==> config.mk <==
export PLATFORM = sky130hd
export DESIGN_NAME = urp_pcie_tx_replay_ctrl_flat
export DESIGN_NICKNAME = d
export VERILOG_FILES = /design/src/rtl/urp_pcie_dll_pkg.sv /design/src/rtl/urp_pcie_tx_replay_ctrl_if.sv /design/src/rtl/urp_pcie_replay_timer.sv /design/src/rtl/urp_pcie_tx_replay_ctrl.sv /design/src/flat_wrapper.sv
export SDC_FILE = /design/constraint.sdc
export NUM_CORES = 1
export LEC_CHECK = 0
export ABC_AREA = 1
export BUFFER_PORTS_ARGS = -buffer_cell sky130_fd_sc_hd__buf_2
export CORE_ASPECT_RATIO = 0.9
export CORE_MARGIN = 4
export CORE_UTILIZATION = 55
export CTS_CLUSTER_DIAMETER = 200
export DETAILED_ROUTE_END_ITERATION = 10
export PLACE_DENSITY = 0.75
export SYNTH_ARGS = -nofsm -noshare
export SYNTH_HDL_FRONTEND = slang
export SYNTH_SLANG_ARGS = --single-unit
==> constraint.sdc <==
create_clock -name clk -period 8.4 [get_ports clk]
set_input_delay 1.26 -clock clk [delete_from_list [all_inputs] [get_ports clk]]
set_output_delay 1.26 -clock clk [all_outputs]
set_load 0.03 [all_outputs]
==> src/rtl/urp_pcie_dll_pkg.sv <==
// Shared definitions for the PCIe TX data link layer replay logic.
// Contents: sequence number type and width, Ack/Nak DLLP type codes,
// modular sequence difference helper, replay FSM state encoding.
package urp_pcie_dll_pkg;

    localparam int unsigned SEQ_W = 12;

    typedef logic [SEQ_W-1:0] seq_t;

    localparam logic [7:0] DLLP_TYPE_ACK = 8'h00;
    localparam logic [7:0] DLLP_TYPE_NAK = 8'h10;

    // Distance from b forward to a, modulo 2**SEQ_W.
    function automatic seq_t seq_diff(input seq_t a, input seq_t b);
        return a - b;
    endfunction

    typedef enum logic {
        ST_IDLE,
        ST_REPLAY
    } replay_state_t;

endpackage

==> src/rtl/urp_pcie_tx_replay_ctrl_if.sv <==
// Handshake bundle between the replay controller and its neighbours
// (transaction layer, DLLP receiver, retry buffer).
// slave  : the replay controller side.
// master : the environment side (TLP source, DLLP decoder, retry buffer).
// Signals:
//   new_tlp_ready_o / tlp_sent_i / next_seq_o  - new TLP admission and stamping
//   dllp_valid_i / dllp_i                      - received Ack/Nak DLLPs
//   purge_valid_o / purge_seq_o                - retry buffer purge command
//   replay_valid_o / replay_seq_o / replay_ready_i - replay beat handshake
//   replay_num_o / link_retrain_o / dllp_err_o - status
interface urp_pcie_tx_replay_ctrl_if;
    import urp_pcie_dll_pkg::*;

    logic        new_tlp_ready_o;
    logic        tlp_sent_i;
    seq_t        next_seq_o;
    logic        dllp_valid_i;
    logic [31:0] dllp_i;
    logic        purge_valid_o;
    seq_t        purge_seq_o;
    logic        replay_valid_o;
    seq_t        replay_seq_o;
    logic        replay_ready_i;
    logic [1:0]  replay_num_o;
    logic        link_retrain_o;
    logic        dllp_err_o;

    modport slave (
        output new_tlp_ready_o, next_seq_o, purge_valid_o, purge_seq_o,
               replay_valid_o, replay_seq_o, replay_num_o, link_retrain_o,
               dllp_err_o,
        input  tlp_sent_i, dllp_valid_i, dllp_i, replay_ready_i
    );

    modport master (
        input  new_tlp_ready_o, next_seq_o, purge_valid_o, purge_seq_o,
               replay_valid_o, replay_seq_o, replay_num_o, link_retrain_o,
               dllp_err_o,
        output tlp_sent_i, dllp_valid_i, dllp_i, replay_ready_i
    );

endinterface

==> src/rtl/urp_pcie_replay_timer.sv <==
// Replay timer: counts enabled cycles and flags expiry.
// Ports:
//   clk, rst_n - clock, asynchronous active-low reset
//   clr        - force count to zero (wins over en)
//   en         - count this cycle
//   expire     - count is at REPLAY_TIMEOUT-1 while enabled; count wraps to 0
module urp_pcie_replay_timer #(
    parameter int unsigned REPLAY_TIMEOUT = 1024
) (
    input  logic clk,
    input  logic rst_n,
    input  logic clr,
    input  logic en,
    output logic expire
);

    localparam int unsigned CNT_W = (REPLAY_TIMEOUT > 2) ? $clog2(REPLAY_TIMEOUT) : 1;
    localparam logic [CNT_W-1:0] LAST = CNT_W'(REPLAY_TIMEOUT - 1);

    logic [CNT_W-1:0] count;

    assign expire = en && (count == LAST);

    always_ff @(posedge clk or negedge rst_n) begin
        if (!rst_n) begin
            count <= '0;
        end else if (clr) begin
            count <= '0;
        end else if (en) begin
            count <= expire ? '0 : count + CNT_W'(1);
        end
    end

endmodule

==> src/rtl/urp_pcie_tx_replay_ctrl.sv <==
// Replay controller for the PCIe TX data link layer.
// Owns the transmit sequence counter and the acknowledged-sequence pointer,
// decodes Ack/Nak DLLPs, commands retry buffer purges, runs the replay timer
// and REPLAY_NUM, and sequences replays of outstanding TLPs.
// Ports:
//   clk, rst_n - clock, asynchronous active-low reset
//   bus        - handshake bundle (slave side), see urp_pcie_tx_replay_ctrl_if
module urp_pcie_tx_replay_ctrl
    import urp_pcie_dll_pkg::*;
#(
    parameter int unsigned DEPTH_LG2      = 4,
    parameter int unsigned REPLAY_TIMEOUT = 1024
) (
    input  logic                     clk,
    input  logic                     rst_n,
    urp_pcie_tx_replay_ctrl_if.slave bus
);

    localparam seq_t MAX_OUT = seq_t'(1 << DEPTH_LG2);

    replay_state_t state, state_n;
    seq_t          next_seq, next_seq_n;
    seq_t          ackd_seq, ackd_n;
    seq_t          cursor, cursor_n;
    logic [1:0]    replay_num, replay_num_n;
    logic          purge_valid, purge_n;
    logic          dllp_err, err_n;
    logic          link_retrain, retrain_n;

    seq_t outstanding, out_n, d, dllp_seq, cur1;
    logic full, tlp_ready, sent, is_ack, is_nak, acknak, err, progress;
    logic beat, last_beat, start;
    logic timer_clr, timer_en, timer_expire;

    assign outstanding = seq_diff(next_seq, ackd_seq) - seq_t'(1);
    assign full        = (outstanding == MAX_OUT);
    assign tlp_ready   = (state == ST_IDLE) && !full;
    assign sent        = bus.tlp_sent_i && tlp_ready;
    assign next_seq_n  = sent ? next_seq + seq_t'(1) : next_seq;

    assign dllp_seq = bus.dllp_i[SEQ_W-1:0];
    assign is_ack   = bus.dllp_valid_i && (bus.dllp_i[31:24] == DLLP_TYPE_ACK);
    assign is_nak   = bus.dllp_valid_i && (bus.dllp_i[31:24] == DLLP_TYPE_NAK);
    assign acknak   = is_ack || is_nak;
    assign d        = seq_diff(dllp_seq, ackd_seq);
    // Range check uses pre-send outstanding: a TLP stamped this cycle cannot be acked yet.
    assign err      = acknak && (d > outstanding);
    assign progress = acknak && !err && (d != '0);
    assign ackd_n   = progress ? dllp_seq : ackd_seq;
    assign out_n    = seq_diff(next_seq_n, ackd_n) - seq_t'(1);

    assign beat      = (state == ST_REPLAY) && bus.replay_ready_i;
    assign last_beat = beat && (cursor == next_seq - seq_t'(1));
    assign cur1      = beat ? cursor + seq_t'(1) : cursor;

    assign timer_en = (state == ST_IDLE) && (outstanding != '0);

    urp_pcie_replay_timer #(
        .REPLAY_TIMEOUT(REPLAY_TIMEOUT)
    ) u_timer (
        .clk    (clk),
        .rst_n  (rst_n),
        .clr    (timer_clr),
        .en     (timer_en),
        .expire (timer_expire)
    );

    always_comb begin
        state_n      = state;
        cursor_n     = cursor;
        replay_num_n = replay_num;
        purge_n      = progress;
        err_n        = err;
        retrain_n    = 1'b0;
        start        = 1'b0;
        timer_clr    = progress || (outstanding == '0);

        // A Nak arriving mid-replay only purges; REPLAY_NUM is left alone.
        if (progress && !(state == ST_REPLAY && is_nak)) begin
            replay_num_n = '0;
        end

        unique case (state)
            ST_IDLE: begin
                // An Ack that makes progress restarts the timer, so it suppresses
                // a coincident expiry.
                start = (is_nak && !err && (out_n != '0)) || (timer_expire && !progress);
                if (start) begin
                    cursor_n = ackd_n + seq_t'(1);
                    state_n  = ST_REPLAY;
                    if (replay_num_n == 2'd3) begin
                        replay_num_n = '0;
                        retrain_n    = 1'b1;
                    end else begin
                        replay_num_n = replay_num_n + 2'd1;
                    end
                end
            end
            ST_REPLAY: begin
                cursor_n = cur1;
                if ((out_n == '0) || last_beat) begin
                    state_n   = ST_IDLE;
                    timer_clr = 1'b1;
                end else if (progress &&
                             seq_diff(ackd_n, ackd_seq) >= seq_diff(cur1, ackd_seq)) begin
                    // Purge overtook the cursor: skip entries the buffer no longer holds.
                    cursor_n = ackd_n + seq_t'(1);
                end
            end
            default: state_n = ST_IDLE;
        endcase
    end

    always_ff @(posedge clk or negedge rst_n) begin
        if (!rst_n) begin
            state        <= ST_IDLE;
            next_seq     <= '0;
            ackd_seq     <= '1;
            cursor       <= '0;
            replay_num   <= '0;
            purge_valid  <= 1'b0;
            dllp_err     <= 1'b0;
            link_retrain <= 1'b0;
        end else begin
            state        <= state_n;
            next_seq     <= next_seq_n;
            ackd_seq     <= ackd_n;
            cursor       <= cursor_n;
            replay_num   <= replay_num_n;
            purge_valid  <= purge_n;
            dllp_err     <= err_n;
            link_retrain <= retrain_n;
        end
    end

    assign bus.new_tlp_ready_o = tlp_ready;
    assign bus.next_seq_o      = next_seq;
    assign bus.purge_valid_o   = purge_valid;
    assign bus.purge_seq_o     = ackd_seq;
    assign bus.replay_valid_o  = (state == ST_REPLAY);
    assign bus.replay_seq_o    = cursor;
    assign bus.replay_num_o    = replay_num;
    assign bus.link_retrain_o  = link_retrain;
    assign bus.dllp_err_o      = dllp_err;

endmodule

==> src/flat_wrapper.sv <==
// flat-port wrapper written by rule: the top's interface ports become plain ports
module urp_pcie_tx_replay_ctrl_flat import urp_pcie_dll_pkg::*;
#(
    parameter int unsigned DEPTH_LG2      = 4,
    parameter int unsigned REPLAY_TIMEOUT = 1024
)
  (clk, rst_n, bus_new_tlp_ready_o, bus_next_seq_o, bus_purge_valid_o, bus_purge_seq_o, bus_replay_valid_o, bus_replay_seq_o, bus_replay_num_o, bus_link_retrain_o, bus_dllp_err_o, bus_tlp_sent_i, bus_dllp_valid_i, bus_dllp_i, bus_replay_ready_i);
  urp_pcie_tx_replay_ctrl_if bus_i ();
  input  logic clk;
  input  logic rst_n;
  output wire logic [$bits(bus_i.new_tlp_ready_o)-1:0] bus_new_tlp_ready_o;
  output wire logic [$bits(bus_i.next_seq_o)-1:0] bus_next_seq_o;
  output wire logic [$bits(bus_i.purge_valid_o)-1:0] bus_purge_valid_o;
  output wire logic [$bits(bus_i.purge_seq_o)-1:0] bus_purge_seq_o;
  output wire logic [$bits(bus_i.replay_valid_o)-1:0] bus_replay_valid_o;
  output wire logic [$bits(bus_i.replay_seq_o)-1:0] bus_replay_seq_o;
  output wire logic [$bits(bus_i.replay_num_o)-1:0] bus_replay_num_o;
  output wire logic [$bits(bus_i.link_retrain_o)-1:0] bus_link_retrain_o;
  output wire logic [$bits(bus_i.dllp_err_o)-1:0] bus_dllp_err_o;
  input wire logic [$bits(bus_i.tlp_sent_i)-1:0] bus_tlp_sent_i;
  input wire logic [$bits(bus_i.dllp_valid_i)-1:0] bus_dllp_valid_i;
  input wire logic [$bits(bus_i.dllp_i)-1:0] bus_dllp_i;
  input wire logic [$bits(bus_i.replay_ready_i)-1:0] bus_replay_ready_i;
  assign bus_new_tlp_ready_o = bus_i.new_tlp_ready_o;
  assign bus_next_seq_o = bus_i.next_seq_o;
  assign bus_purge_valid_o = bus_i.purge_valid_o;
  assign bus_purge_seq_o = bus_i.purge_seq_o;
  assign bus_replay_valid_o = bus_i.replay_valid_o;
  assign bus_replay_seq_o = bus_i.replay_seq_o;
  assign bus_replay_num_o = bus_i.replay_num_o;
  assign bus_link_retrain_o = bus_i.link_retrain_o;
  assign bus_dllp_err_o = bus_i.dllp_err_o;
  assign bus_i.tlp_sent_i = bus_tlp_sent_i;
  assign bus_i.dllp_valid_i = bus_dllp_valid_i;
  assign bus_i.dllp_i = bus_dllp_i;
  assign bus_i.replay_ready_i = bus_replay_ready_i;
  urp_pcie_tx_replay_ctrl #(.DEPTH_LG2(DEPTH_LG2), .REPLAY_TIMEOUT(REPLAY_TIMEOUT)) u_core (.clk(clk), .rst_n(rst_n), .bus(bus_i));
endmodule
==> flow_metrics.tcl, run 1 <==
set metrics [dict create \
    status "finished clean" \
    netlist-cell-type-count 45 \
    hold_buffers 0 \
    cts_inserted_buffers 5 \
    syn_area_um2 7360 \
    arrival_ns 7.95 \
    fmax_ghz 0.129 \
    grt-ovfl-total 0 \
    hp-class "reg2reg" \
    gp_congestion 0.959 \
    numPlacedInstances 1358 \
    powerDensity_nw_per_um2 303 \
    ys_seq_area_share_pct 17.9 \
    fin_nets 1328 \
    grt_usage_pct 28.2 \
    rsz0062_at_grt "no" \
    path_clk_slew_ns 0.07 \
    start_util_pct 57.1 \
    postCtsSetupBuffers 0 \
    setup_viol 0 \
    cts.sinks 52 \
    die_h_um 118 \
    synthArstFlopShare_pct 100 \
    drv_slew 0 \
    critical-path-max-stage-delay_ns 0.45 \
    endpoint_kind "flop" \
    die_w_um 130 \
    die_area_um2 15300 \
    filler_cell_count 1268 \
    grt_pass1_vias 6729 \
    cp_max_fo 8 \
    vias 7489 \
    worst_slew_pin_slew_ns 0.774 \
    htreeDepth 2 \
    place_hpwl_um 17700 \
    cts_root_buf "clkbuf_16" \
    period_share_pct 92.4 \
    core_um2 12900 \
    grt_pass1_wl_um 34300 \
    drive_gt1_share_pct 13.6 \
    num_io_pins 80 \
    yosysTopAreaCellShare_pct 14.5 \
    diodes 0 \
    fin_cells 1366 \
    routed_wl_um 21400 \
    ys.warnings.count 0 \
    io_buffers 67 \
    critPathKind "in2reg" \
    fin_setup_tns_ns 0 \
    hold_viol_final 0 \
    slowest_stage "fa_1" \
    ys_seq_elements 52 \
    drt-pass1-iter-count 6 \
    cts_buffer_depth 2 \
    synth_top_cell_by_area "ha_1" \
    route.detailed.drc 0 \
    max_slew_margin_pct 47.9 \
    netlist_top_cells_area "ha_1, nand2_1, dfrtp_1" \
    antenna_found_initial 0 \
    p_leak_nw 4.51 \
    start_kind "input pin" \
    syn2layout_area_growth_pct 9.62 \
    grt_max_degree 53 \
    min_period_ns 7.77 \
    synth_area_per_cell_um2 6.49 \
    ant_nets 0 \
    syn-num-nets 1261 \
    drt_iter0_markers 700 \
    clk_latency_ns 0.31 \
    synth_ff_type "dfrtp_1" \
    wl_per_cell_um 15.7 \
    cts_tree "done" \
    ir_drop_mv 0.176 \
    syn_inst 1134 \
    finClkSkew_ns 0.0128 \
    rows 39 \
    vias_per_cell 5.48 \
    synth_edf_count 0 \
    crit_required_ns 8.59 \
    path_common_cell "inv_1" \
    maxCapViolations 0 \
]
==> final cells by class <==
type,count,area [um^2],share of cell area (%)
multi-input combinational,870,5240,64.9
sequential,52,1320,16.3
inverter,198,743,9.21
timing repair buffer,74,388,4.81
tap,164,205,2.54
clock buffer,6,139,1.72
clock inverter,2,38.8,0.481
==> where the power goes <==
group          internal [mW]  switching [mW]  total [mW]
clock                  0.150           0.102       0.252
sequential             0.322           0.116       0.438
combinational          0.643            1.11        1.75
==> critical path, delay by kind of cell <==
family,cells,cell delay (ns)
xor gates and xnor gates,2,0.54
adders and majority gates,6,1.72
AOI/OAI and AO/OA,9,1.70
and+or+nand+nor,17,1.98
buffers and inverters,8,0.69
==> timing repair <==
action / 4_1_cts / 5_1_grt
endpoints found under the setup margin: 0 / 12
endpoints found under the hold margin: 0 / 0
resized for setup: 0 / 3
==> placed cells by master, fill, tap and decap left out, drive strengths merged, types with 6 or more instances in the layout <==
cell	count
o21bai	7
nor2	96
nand3	121
clkbuf	6
nor3	16
buf	74
nand4	32
ha	85
a21oi	57
xor2	62
dfrtp	40
xnor2	19
nand3b	9
or2	10
inv	198
nand2	300
o21ai	27
dfstp	12
==> synthesized netlist by cell type (8+ instances only) <==
master	number
nor2_1	83
xor2_1	62
nand3_1	112
dfrtp_1	40
nand4_1	32
inv_2	10
or2_2	8
dfstp_2	12
ha_1	85
o21ai_0	22
a21oi_1	57
clkbuf_1	9
nand2_1	278
inv_1	188
nand3b_1	9
nand2_2	18
nor2_2	10
nor3_1	14
xnor2_1	19
==> cell families (layout without fill, tap and decap cells) <==
| logic type | after synthesis | after routing | synth area share, % |
|---|---|---|---|
| flip-flops | 52 | 52 | 17.9 |
| AO/OA/AOI/OAI | 104 | 104 | 7.91 |
| adder cells (fa/ha/maj) | 90 | 90 | 15.8 |
| buffers and inverters | 212 | 280 | 11.1 |
| XOR/XNOR | 81 | 81 | 9.64 |
| AND/OR/NAND/NOR | 595 | 595 | 37.7 |
==> path summary, 6_finish.rpt <==
path	from	to	slack (ns)	depth (start not counted)
worst max-delay path	bus_dllp_i[0]	u_core.bus.replay_seq_o[10]$_DFFE_PN0P_	0.63	42
worst min-delay path	u_core.u_timer.count[5]$_DFFE_PN0P_	u_core.u_timer.count[5]$_DFFE_PN0P_	0.57	2
worst max register to register	u_core.bus.purge_seq_o[1]$_DFF_PN1_	u_core.bus.replay_seq_o[10]$_DFFE_PN0P_	1.02	39
worst min register to register	u_core.u_timer.count[5]$_DFFE_PN0P_	u_core.u_timer.count[5]$_DFFE_PN0P_	0.57	2
max in group asynchronous	rst_n	u_core.bus.replay_seq_o[11]$_DFFE_PN0P_	6.80	2
min in group asynchronous	rst_n	u_core.bus.purge_valid_o$_DFF_PN0_	1.07	2
==> state kept, by name, summed over array words and instances (netlist names) <==
register / flops
u_core.bus.next_seq_o: 12
u_core.bus.replay_seq_o: 12
u_core.u_timer.count: 10
u_core.bus.link_retrain_o: 1
u_core.bus.replay_num_o: 2
u_core.bus.purge_valid_o: 1
u_core.bus.replay_valid_o: 1
u_core.bus.purge_seq_o: 12
u_core.bus.dllp_err_o: 1
==> layer usage <==
metal  vias to the layer above  share of wire [%]  global-route usage, %
met5                         -                  0                      0
met4                         0                1.7                   5.45
met3                        34                9.2                   5.85
met2                       260                 43                   42.2
met1                      3408                 46                   42.0
li1                       3787                  -                      -
==> metrics by stage <==
step                total power, mW  setup slack (ns)  hold slack (ns)  cell area [um^2]  util (%)
floorplan                      1.73              1.27            0.528              7360         -
global placement               2.10             0.358            0.549              7880      61.2
detailed placement             2.14             0.186            0.549              7880      61.2
CTS                            2.41             0.463            0.569              8060      62.6
global route                   2.70            0.0671            0.593              8070      62.6
finish                         2.44             0.635            0.570              8070      62.6
No activity file was read; power rests on OpenSTA's default activity.
==> inputs of run 2 (changes only) <==
REMOVE_ABC_BUFFERS = 1   (was default)
TNS_END_PERCENT = 20   (was default)
==> flow_metrics.tcl, run 2 (same netlist as run 1, synthesis figures left out) <==
set metrics [dict create \
    route.detailed.drc 0 \
    slowest_stage "fa_1" \
    worst_slew_pin_slew_ns 0.930 \
    setup_viol 0 \
    fin_setup_tns_ns 0 \
    mostFrequentLayoutCells "nand2_1, inv_1, nand3_1" \
    die_h_um 118 \
    path_clk_slew_ns 0.08 \
    htreeDepth 2 \
    switchingPower_mw 1.29 \
    powerDensity_nw_per_um2 299 \
    grt_usage_pct 27.6 \
    period_share_pct 93.1 \
    maxCapViolations 0 \
    top_layer "met4" \
    wl_per_cell_um 15.2 \
    hp-class "reg2reg" \
    fmax_ghz 0.128 \
    die_w_um 130 \
    min_period_ns 7.82 \
    finClkSkew_ns 0.0141 \
    num_io_pins 80 \
    layout_commonest_cell "nand2_1" \
    die_area_um2 15300 \
    critPathKind "in2reg" \
    vias_per_cell 5.46 \
    fin_nets 1328 \
    drt-pass1-iter-count 5 \
    cp_max_fo 12 \
    crit_buf_inv 11 \
    path_common_cell "nand2_1" \
    swShare_pct 53.7 \
    crit_required_ns 8.60 \
    p_int_mw 1.12 \
    fin_util_pct 62.6 \
    fin_cells 1366 \
    grt-ovfl-total 0 \
    status "finished clean" \
    critical-path-max-stage-delay_ns 0.49 \
    gp_congestion 0.916 \
    core_um2 12900 \
    drive_gt1_share_pct 13.6 \
    grt_max_degree 53 \
    io_buffers 67 \
    pwr-share-comb_pct 71.5 \
    antenna_found_initial 0 \
    power_mw 2.41 \
    routed_wl_um 20700 \
    cts_inserted_buffers 5 \
    grt_pass1_vias 7001 \
    crit_family "simple AND/OR/NAND/NOR gates" \
    seqPwrFrac_pct 17.9 \
    wl_met2_um 8830 \
    endpoint_kind "flop" \
    wl_met1_um 9930 \
    diodes 0 \
    hold_viol_final 0 \
    drt_iter0_markers 637 \
    grt_pass1_wl_um 34500 \
    start_util_pct 57.1 \
    ir_drop_mv 0.189 \
    max_slew_margin_pct 37.9 \
    ant_nets 0 \
    syn2layout_area_growth_pct 9.64 \
    rows 39 \
    cts.sinks 52 \
    drv_slew 0 \
    p_leak_nw 4.51 \
    clock_power_share_pct 10.6 \
    cts_tree "done" \
    arrival_ns 8.02 \
    cts_buffer_depth 2 \
    rsz0062_at_grt "no" \
    dr_wl_met3_um 1690 \
    cts_root_buf "clkbuf_16" \
    clk_latency_ns 0.31 \
    vias 7465 \
    numPlacedInstances 1358 \
    place_hpwl_um 17000 \
    start_kind "input pin" \
]
run 2: cell counts in the layout (fill, tap and decap cells not counted):
No cell type changed its count.
run 2: worst reg2reg max path, delay by kind of cell (launching register included):
family                   cells  cell delay (ns)
buffers and inverters        9             0.88
XOR/XNOR                     1             0.16
adder cells (fa/ha/maj)      5             1.56
AO/OA/AOI/OAI                7             1.20
flip-flops                   1             0.59
AND/OR/NAND/NOR             24             2.79
run 2: worst paths after layout:
path | to | slack [ns] | from | cells past startpoint
worst max-delay path | u_core.bus.replay_seq_o[10]$_DFFE_PN0P_ | 0.58 | bus_dllp_i[0] | 48
worst min-delay path | u_core.bus.replay_num_o[1]$_DFF_PN0_ | 0.56 | u_core.bus.replay_num_o[1]$_DFF_PN0_ | 2
worst max register to register | u_core.bus.replay_seq_o[10]$_DFFE_PN0P_ | 1.14 | u_core.bus.purge_seq_o[0]$_DFF_PN1_ | 46
worst min register to register | u_core.bus.replay_num_o[1]$_DFF_PN0_ | 0.56 | u_core.bus.replay_num_o[1]$_DFF_PN0_ | 2
max in group asynchronous | u_core.bus.next_seq_o[0]$_DFF_PN0_ | 6.82 | rst_n | 2
min in group asynchronous | u_core.bus.purge_valid_o$_DFF_PN0_ | 1.07 | rst_n | 2
run 2: timing repair:
action                                  in CTS  in global routing
gates resized for setup                      0                  3
endpoints found under the setup margin       0                 12
hold buffers                                 0                  0
buffers inserted                             0                  0
run 2: cell type report:
type / instances / area (um^2)
Clock buffer: 6 / 139
Clock inverter: 2 / 38.8
Fill cell: 1257 / 4810
Inverter: 198 / 743
Multi-Input combinational cell: 870 / 5240
Sequential cell: 52 / 1320
Tap cell: 164 / 205
Timing Repair Buffer: 74 / 388
run 2: metrics by stage:
stage                     setup slack [ns]  hold WS, ns  instance area [um^2]
after floorplan                       1.13        0.528                  7290
after global placement               0.365        0.546                  7880
after detailed placement             0.220        0.553                  7880
after CTS                            0.494        0.565                  8060
after global routing                0.0343        0.590                  8070
final                                0.579        0.562                  8070
run 2: power groups by stage:
stage / clock [mW] / combinational [mW] / sequential [mW]
after floorplan: 0 / 1.21 / 0.506
after global placement: 0 / 1.65 / 0.435
after detailed placement: 0 / 1.69 / 0.437
after CTS: 0.256 / 1.70 / 0.432
after global routing: 0.268 / 1.97 / 0.443
final: 0.255 / 1.72 / 0.432
run 2: layer usage:
metal / vias to the layer above / GRT usage [%]
li1: 3790 / -
met1: 3401 / 40.8
met2: 254 / 41.4
met3: 20 / 6.03
met4: 0 / 5.45
met5: - / 0
